===== config.mk =====
export PLATFORM = sky130hd
export DESIGN_NAME = aes_ct_serializer
export DESIGN_NICKNAME = d
export VERILOG_FILES = /design/src/rtl/aes_pkg.sv /design/src/rtl/aes_blk_hold.sv /design/src/rtl/aes_ct_serializer.sv
export SDC_FILE = /design/constraint.sdc
export NUM_CORES = 1
export LEC_CHECK = 0
export BUFFER_PORTS_ARGS = -buffer_cell sky130_fd_sc_hd__buf_4
export CORE_MARGIN = 4
export CORE_UTILIZATION = 50
export CTS_CLUSTER_SIZE = 24
export DETAILED_ROUTE_END_ITERATION = 7
export PLACE_DENSITY_LB_ADDON = 0.08
export SLEW_MARGIN = 20
export SYNTH_ARGS = -nofsm -noshare
export SYNTH_HDL_FRONTEND = slang
export SYNTH_SLANG_ARGS = --single-unit

===== constraint.sdc =====
create_clock -name clk -period 1.48 [get_ports clk]
set_input_delay 0.074 -clock clk [delete_from_list [all_inputs] [get_ports clk]]
set_output_delay 0.074 -clock clk [all_outputs]
set_load 0.05 [all_outputs]

===== src/rtl/aes_pkg.sv =====
// Shared AES datapath types: block geometry, the 128-bit block type and the
// ciphertext serializer state encoding.
package aes_pkg;

    localparam int AES_BLOCK_BITS  = 128;
    localparam int AES_BLOCK_BYTES = 16;

    typedef logic [AES_BLOCK_BITS-1:0] aes_block_t;

    typedef enum logic [0:0] {
        IDLE = 1'b0,
        SEND = 1'b1
    } ser_state_t;

endpackage


===== src/rtl/aes_blk_hold.sv =====
// One-entry valid/data holding register for a ciphertext block; load and
// unload are never asserted together by the serializer.
module aes_blk_hold
    import aes_pkg::*;
#(
    parameter int W = AES_BLOCK_BITS
) (
    input  logic         clk,
    input  logic         rst,
    input  logic         load_i,
    input  logic         unload_i,
    input  logic [W-1:0] data_i,
    output logic         valid_o,
    output logic [W-1:0] data_o
);

    logic         valid_q;
    logic [W-1:0] data_q;

    // Holding register: capture on load, release on unload.
    always_ff @(posedge clk) begin
        if (rst) begin
            valid_q <= 1'b0;
            data_q  <= '0;
        end else if (load_i) begin
            valid_q <= 1'b1;
            data_q  <= data_i;
        end else if (unload_i) begin
            valid_q <= 1'b0;
        end else begin
            valid_q <= valid_q;
            data_q  <= data_q;
        end
    end

    assign valid_o = valid_q;
    assign data_o  = data_q;

endmodule


===== src/rtl/aes_ct_serializer.sv =====
// Ciphertext block-to-byte serializer with valid/ready on both sides.
// Define AES_CT_SERIALIZER_DBUF_EN for a one-entry block holding register.
module aes_ct_serializer
    import aes_pkg::*;
#(
    parameter int BLOCK_BITS = AES_BLOCK_BITS,
    parameter int BYTE_BITS  = 8,
    parameter bit MSB_FIRST  = 1'b1
) (
    input  logic                  clk,
    input  logic                  rst,
    input  logic                  blk_valid,
    input  logic [BLOCK_BITS-1:0] blk_data,
    output logic                  blk_ready,
    output logic                  byte_valid,
    output logic [BYTE_BITS-1:0]  byte_out,
    input  logic                  byte_ready,
    output logic                  last,
    output logic                  busy
);

    localparam int NBYTES = BLOCK_BITS / BYTE_BITS;
    localparam int CNT_W  = (NBYTES > 1) ? $clog2(NBYTES) : 1;
    localparam logic [CNT_W-1:0] CNT_LAST = CNT_W'(NBYTES - 1);

    ser_state_t            state_q, state_d;
    logic [CNT_W-1:0]      cnt_q, cnt_d;
    logic [BLOCK_BITS-1:0] shreg_q, shreg_d, shift_s;
    logic                  blk_ready_q, blk_ready_d;
    logic                  last_q, last_d;
    logic                  busy_q, busy_d;
    logic                  blk_hs_s, byte_hs_s, final_hs_s;

    assign blk_hs_s   = blk_valid && blk_ready;
    assign byte_hs_s  = (state_q == SEND) && byte_ready;
    assign final_hs_s = byte_hs_s && (cnt_q == CNT_LAST);

    if (MSB_FIRST) begin : g_msb
        assign shift_s  = shreg_q << BYTE_BITS;
        assign byte_out = shreg_q[BLOCK_BITS-1 -: BYTE_BITS];
    end else begin : g_lsb
        assign shift_s  = shreg_q >> BYTE_BITS;
        assign byte_out = shreg_q[BYTE_BITS-1:0];
    end

`ifdef AES_CT_SERIALIZER_DBUF_EN
    logic                  hold_valid_s, hold_valid_nxt_s;
    logic                  hold_load_s, hold_unload_s;
    logic [BLOCK_BITS-1:0] hold_data_s;

    // A block offered mid-stream parks in the holding register unless the
    // shift register frees up on this very edge, in which case it loads directly.
    assign hold_load_s      = blk_hs_s && (state_q == SEND) && !final_hs_s;
    assign hold_unload_s    = final_hs_s && hold_valid_s;
    assign hold_valid_nxt_s = hold_load_s || (hold_valid_s && !hold_unload_s);

    aes_blk_hold #(
        .W (BLOCK_BITS)
    ) u_hold (
        .clk      (clk),
        .rst      (rst),
        .load_i   (hold_load_s),
        .unload_i (hold_unload_s),
        .data_i   (blk_data),
        .valid_o  (hold_valid_s),
        .data_o   (hold_data_s)
    );
`endif

    // Next-state, byte counter and shift register update.
    always_comb begin
        state_d = state_q;
        cnt_d   = cnt_q;
        shreg_d = shreg_q;
        case (state_q)
            IDLE: begin
                if (blk_hs_s) begin
                    state_d = SEND;
                    cnt_d   = '0;
                    shreg_d = blk_data;
                end else begin
                    state_d = IDLE;
                end
            end
            SEND: begin
                if (final_hs_s) begin
                    cnt_d = '0;
`ifdef AES_CT_SERIALIZER_DBUF_EN
                    if (hold_valid_s) begin
                        shreg_d = hold_data_s;
                    end else if (blk_hs_s) begin
                        shreg_d = blk_data;
                    end else begin
                        state_d = IDLE;
                        shreg_d = shift_s;
                    end
`else
                    state_d = IDLE;
                    shreg_d = shift_s;
`endif
                end else if (byte_hs_s) begin
                    cnt_d   = cnt_q + CNT_W'(1);
                    shreg_d = shift_s;
                end else begin
                    state_d = SEND;
                end
            end
            default: begin
                state_d = IDLE;
                cnt_d   = '0;
                shreg_d = '0;
            end
        endcase
    end

    // Registered status outputs derived from the next state.
    always_comb begin
        last_d = (state_d == SEND) && (cnt_d == CNT_LAST);
`ifdef AES_CT_SERIALIZER_DBUF_EN
        blk_ready_d = !hold_valid_nxt_s;
        busy_d      = (state_d == SEND) || hold_valid_nxt_s;
`else
        blk_ready_d = (state_d == IDLE);
        busy_d      = (state_d == SEND);
`endif
    end

    // State and output registers.
    always_ff @(posedge clk) begin
        if (rst) begin
            state_q     <= IDLE;
            cnt_q       <= '0;
            shreg_q     <= '0;
            blk_ready_q <= 1'b1;
            last_q      <= 1'b0;
            busy_q      <= 1'b0;
        end else begin
            state_q     <= state_d;
            cnt_q       <= cnt_d;
            shreg_q     <= shreg_d;
            blk_ready_q <= blk_ready_d;
            last_q      <= last_d;
            busy_q      <= busy_d;
        end
    end

    // Ready is forced low while reset is held so no block is taken during reset.
    assign blk_ready  = blk_ready_q && !rst;
    assign byte_valid = (state_q == SEND);
    assign last       = last_q;
    assign busy       = busy_q;

endmodule


==> key figures <==
Placement
  – GP Congestion: 0.784
  – DP Worst Slack: -0.0305 ns
  – Placed Area: 7620 sq um
  – Port bufs: 143
  – DP HPWL: 9.79 mm

Worst setup path
  – R2R Setup Slk: 0.02 ns
  – Worst path arrival time: 1.78 ns
  – Critical path endpoint category: flip-flop
  – Reg2reg start: blk_ready_q$_SDFF_PP1_
  – Crit start category: flip-flop
  – Req. time, crit path: 1.80 ns
  – CP max FO: 32
  – Worst reg2reg endpoint: shreg_q[104]$_SDFFE_PP0P_
  – Worst R2R Path Depth: 6
  – Setup CP Type: reg -> reg

Clocking
  – Sink Count: 135
  – CTS Buf Count: 17
  – Clk slew on worst S/H paths: 0.06 ns
  – H-tree levels: 4
  – CTS tree: done
  – Root Buffer: clkbuf_16
  – Bufs on Longest Clock Path: 2
  – Clk_lat worst skew: 0.42 ns

STA
  – Setup-failing EPs final: 0
  – Max-slew violation count: 0
  – Final hold viol count: 0
  – Rel. slew slack: 43.3%
  – Worst slew pin tran: 0.851 ns
  – Worst Skew: 0.00573 ns
  – Worst setup margin: 0.0181 ns
  – Period utilization: 98.8%
  – Max Freq: 0.684 GHz
  – Hold slack final: 0.0177 ns
  – Crit path time final: 1.46 ns

Layout
  – Fill cells: 968
  – Area Overhead vs Synth: 38.4%
  – Share of post-route cells with drive strength above 1: 38.3%
  – Final #Nets: 912
  – Fin area: 8850 sq um
  – Most frequent cells in the layout: buf_4, dfxtp_1, mux2i_1, nor2_1, a211oi_2
  – Final core occ: 70.5%
  – Ant diodes: 0
  – Most common cell after layout, fill and taps aside: buf_4

Power and ir drop
  – P_leak: 3.36 nW
  – PnR Total Power: 0.0106 W
  – Pwr dens: 1200 nW/um^2
  – Maximum VDD drop: 1.11 mV

Drt
  – Vias per cell: 5.35
  – Total wire length: 16.1 mm
  – DRT antenna net count: 0
  – DR pass1 iterations: 4
  – Drt wl/cell: 16.7 um
  – DRC viols: 0
  – DR iter-0 viols: 334
  – Routed vias: 5151

Floorplan
  – Die area: 14700 sq um
  – Core area: 12600 sq um
  – Starting density of the core: 50.9%
  – Cell Rows: 41
  – Io pins: 144
  – Die height: 121 um
  – Die W: 121 um

GRT
  – Vias in the first global route: 4985
  – GRT overflow: 0
  – Initial antenna violation count: 0
  – Largest net degree at the start of global routing: 135
  – GRT Total Usage: 20.7%
  – First-pass GRT wire length: 23.9 mm

Yosys
  – Ys async rst share: 0%
  – Register area share after synthesis: 42.3%
  – Synth warn: 0
  – Post-synth EDFFs: 0
  – Ys flop type: dfxtp_1
  – Synthesized instance count: 617
  – Mean Syn Cell Area: 10.4 sq um
  – Yosys cell types: 29
  – Syn Std Cell Area: 6400 sq um
  – Mapped Nets: 750
  – Seq cells post-synth: 135

Status
  – Status: complete, no violations

Worst hold path
  – Hold depth: 3
  – Hold Crit Class: in -> reg
  – Worst hold start: blk_data[120]
  – Worst min-delay path endpoint: shreg_q[120]$_SDFFE_PP0P_

Run
  – MaxCap Viol Count: 0
==> through the flow <==
step                setup TNS [ns]  std cells
detailed placement          -0.300        893
global route                -0.132        963
global placement                 0        893
CTS                       -0.00358        952
finish                           0        963
floorplan                        0        617
==> layout make-up <==
cell class | instances | area, sq um | share of cell area, %
multi-input combinational | 414 | 3320 | 37.5
sequential | 135 | 2710 | 30.6
timing repair buffer | 210 | 2020 | 22.8
clock buffer | 23 | 519 | 5.86
tap | 172 | 215 | 2.43
clock inverter | 8 | 67.6 | 0.763
inverter | 1 | 3.75 | 0.0424
==> sequential cells by signal, indices dropped and copies added (netlist names) <==
signal and flops:
blk_ready_q 1, busy 1, cnt_q 4, last 1
shreg_q 128
==> worst max-delay path by stage <==
stage,startpoint,end,cells past startpoint,slack (ns)
after global placement,busy$_SDFF_PP0_,shreg_q[68]$_SDFFE_PP0P_,5,0.03
after CTS,busy$_SDFF_PP0_,byte_valid,3,-0.002
after detailed placement,busy$_SDFF_PP0_,shreg_q[66]$_SDFFE_PP0P_,5,-0.03
after floorplan,busy$_SDFF_PP0_,shreg_q[17]$_SDFFE_PP0P_,6,0.02
final,blk_ready_q$_SDFF_PP1_,shreg_q[104]$_SDFFE_PP0P_,6,0.02
after global routing,blk_ready_q$_SDFF_PP1_,shreg_q[112]$_SDFFE_PP0P_,6,-0.04
==> routing by layer <==
layer | vias to the layer above | global-route usage [%] | wire length [um]
met5 | - | 0 | 0
met4 | 0 | 7.29 | 144
met3 | 13 | 6.67 | 850
met2 | 118 | 33.0 | 7990
met1 | 2460 | 26.4 | 7140
li1 | 2560 | - | -
==> worst max-delay path: stages (launching register included) <==
cell and delay [ns]:
dfxtp_1 0.41, nand4bb_4 0.17, nand2_8 0.14, buf_12 0.12, buf_16 0.17, nor2_1 0.09
a211oi_2 0.24
==> Yosys cell counts, types with 9 or more instances <==
library cell / n / area, sq um
clkbuf_1: 14 / 52.6
mux2i_1: 121 / 1210
dfxtp_1: 135 / 2700
a211oi_1: 40 / 300
a21oi_1: 11 / 55.1
a211oi_2: 80 / 1000
nand2_1: 10 / 37.5
buf_2: 25 / 125
nand3_1: 11 / 55.1
nor2_1: 121 / 454
buf_6: 9 / 101
buf_4: 19 / 143
==> power breakdown <==
group	internal, W	switching [W]	total [W]
sequential	0.00399	0.000198	0.00419
combinational	0.00115	0.00114	0.00229
clock	0.00260	0.00152	0.00413
==> kinds of logic (layout without fill, tap and decap cells) <==
family,Yosys count,in the layout,share of synthesized area (%)
XOR/XNOR,2,2,0.274
flip-flops,135,135,42.3
buffers and inverters,68,242,6.65
multiplexers,121,121,18.9
AO/OA/AOI/OAI,135,135,21.7
AND/OR/NAND/NOR,155,155,10.0
adder cells (fa/ha/maj),1,1,0.196
==> repair_timing <==
item / CTS / global route
setup buffers: 0 / 4
endpoints found under the setup margin: 30 / 65
hold buffers: 27 / 0
gates cloned: 1 / 7
pin swaps: 2 / 2
resized for setup: 7 / 13
hold endpoints to repair: 27 / 0
(Power assumes the default switching activity.)
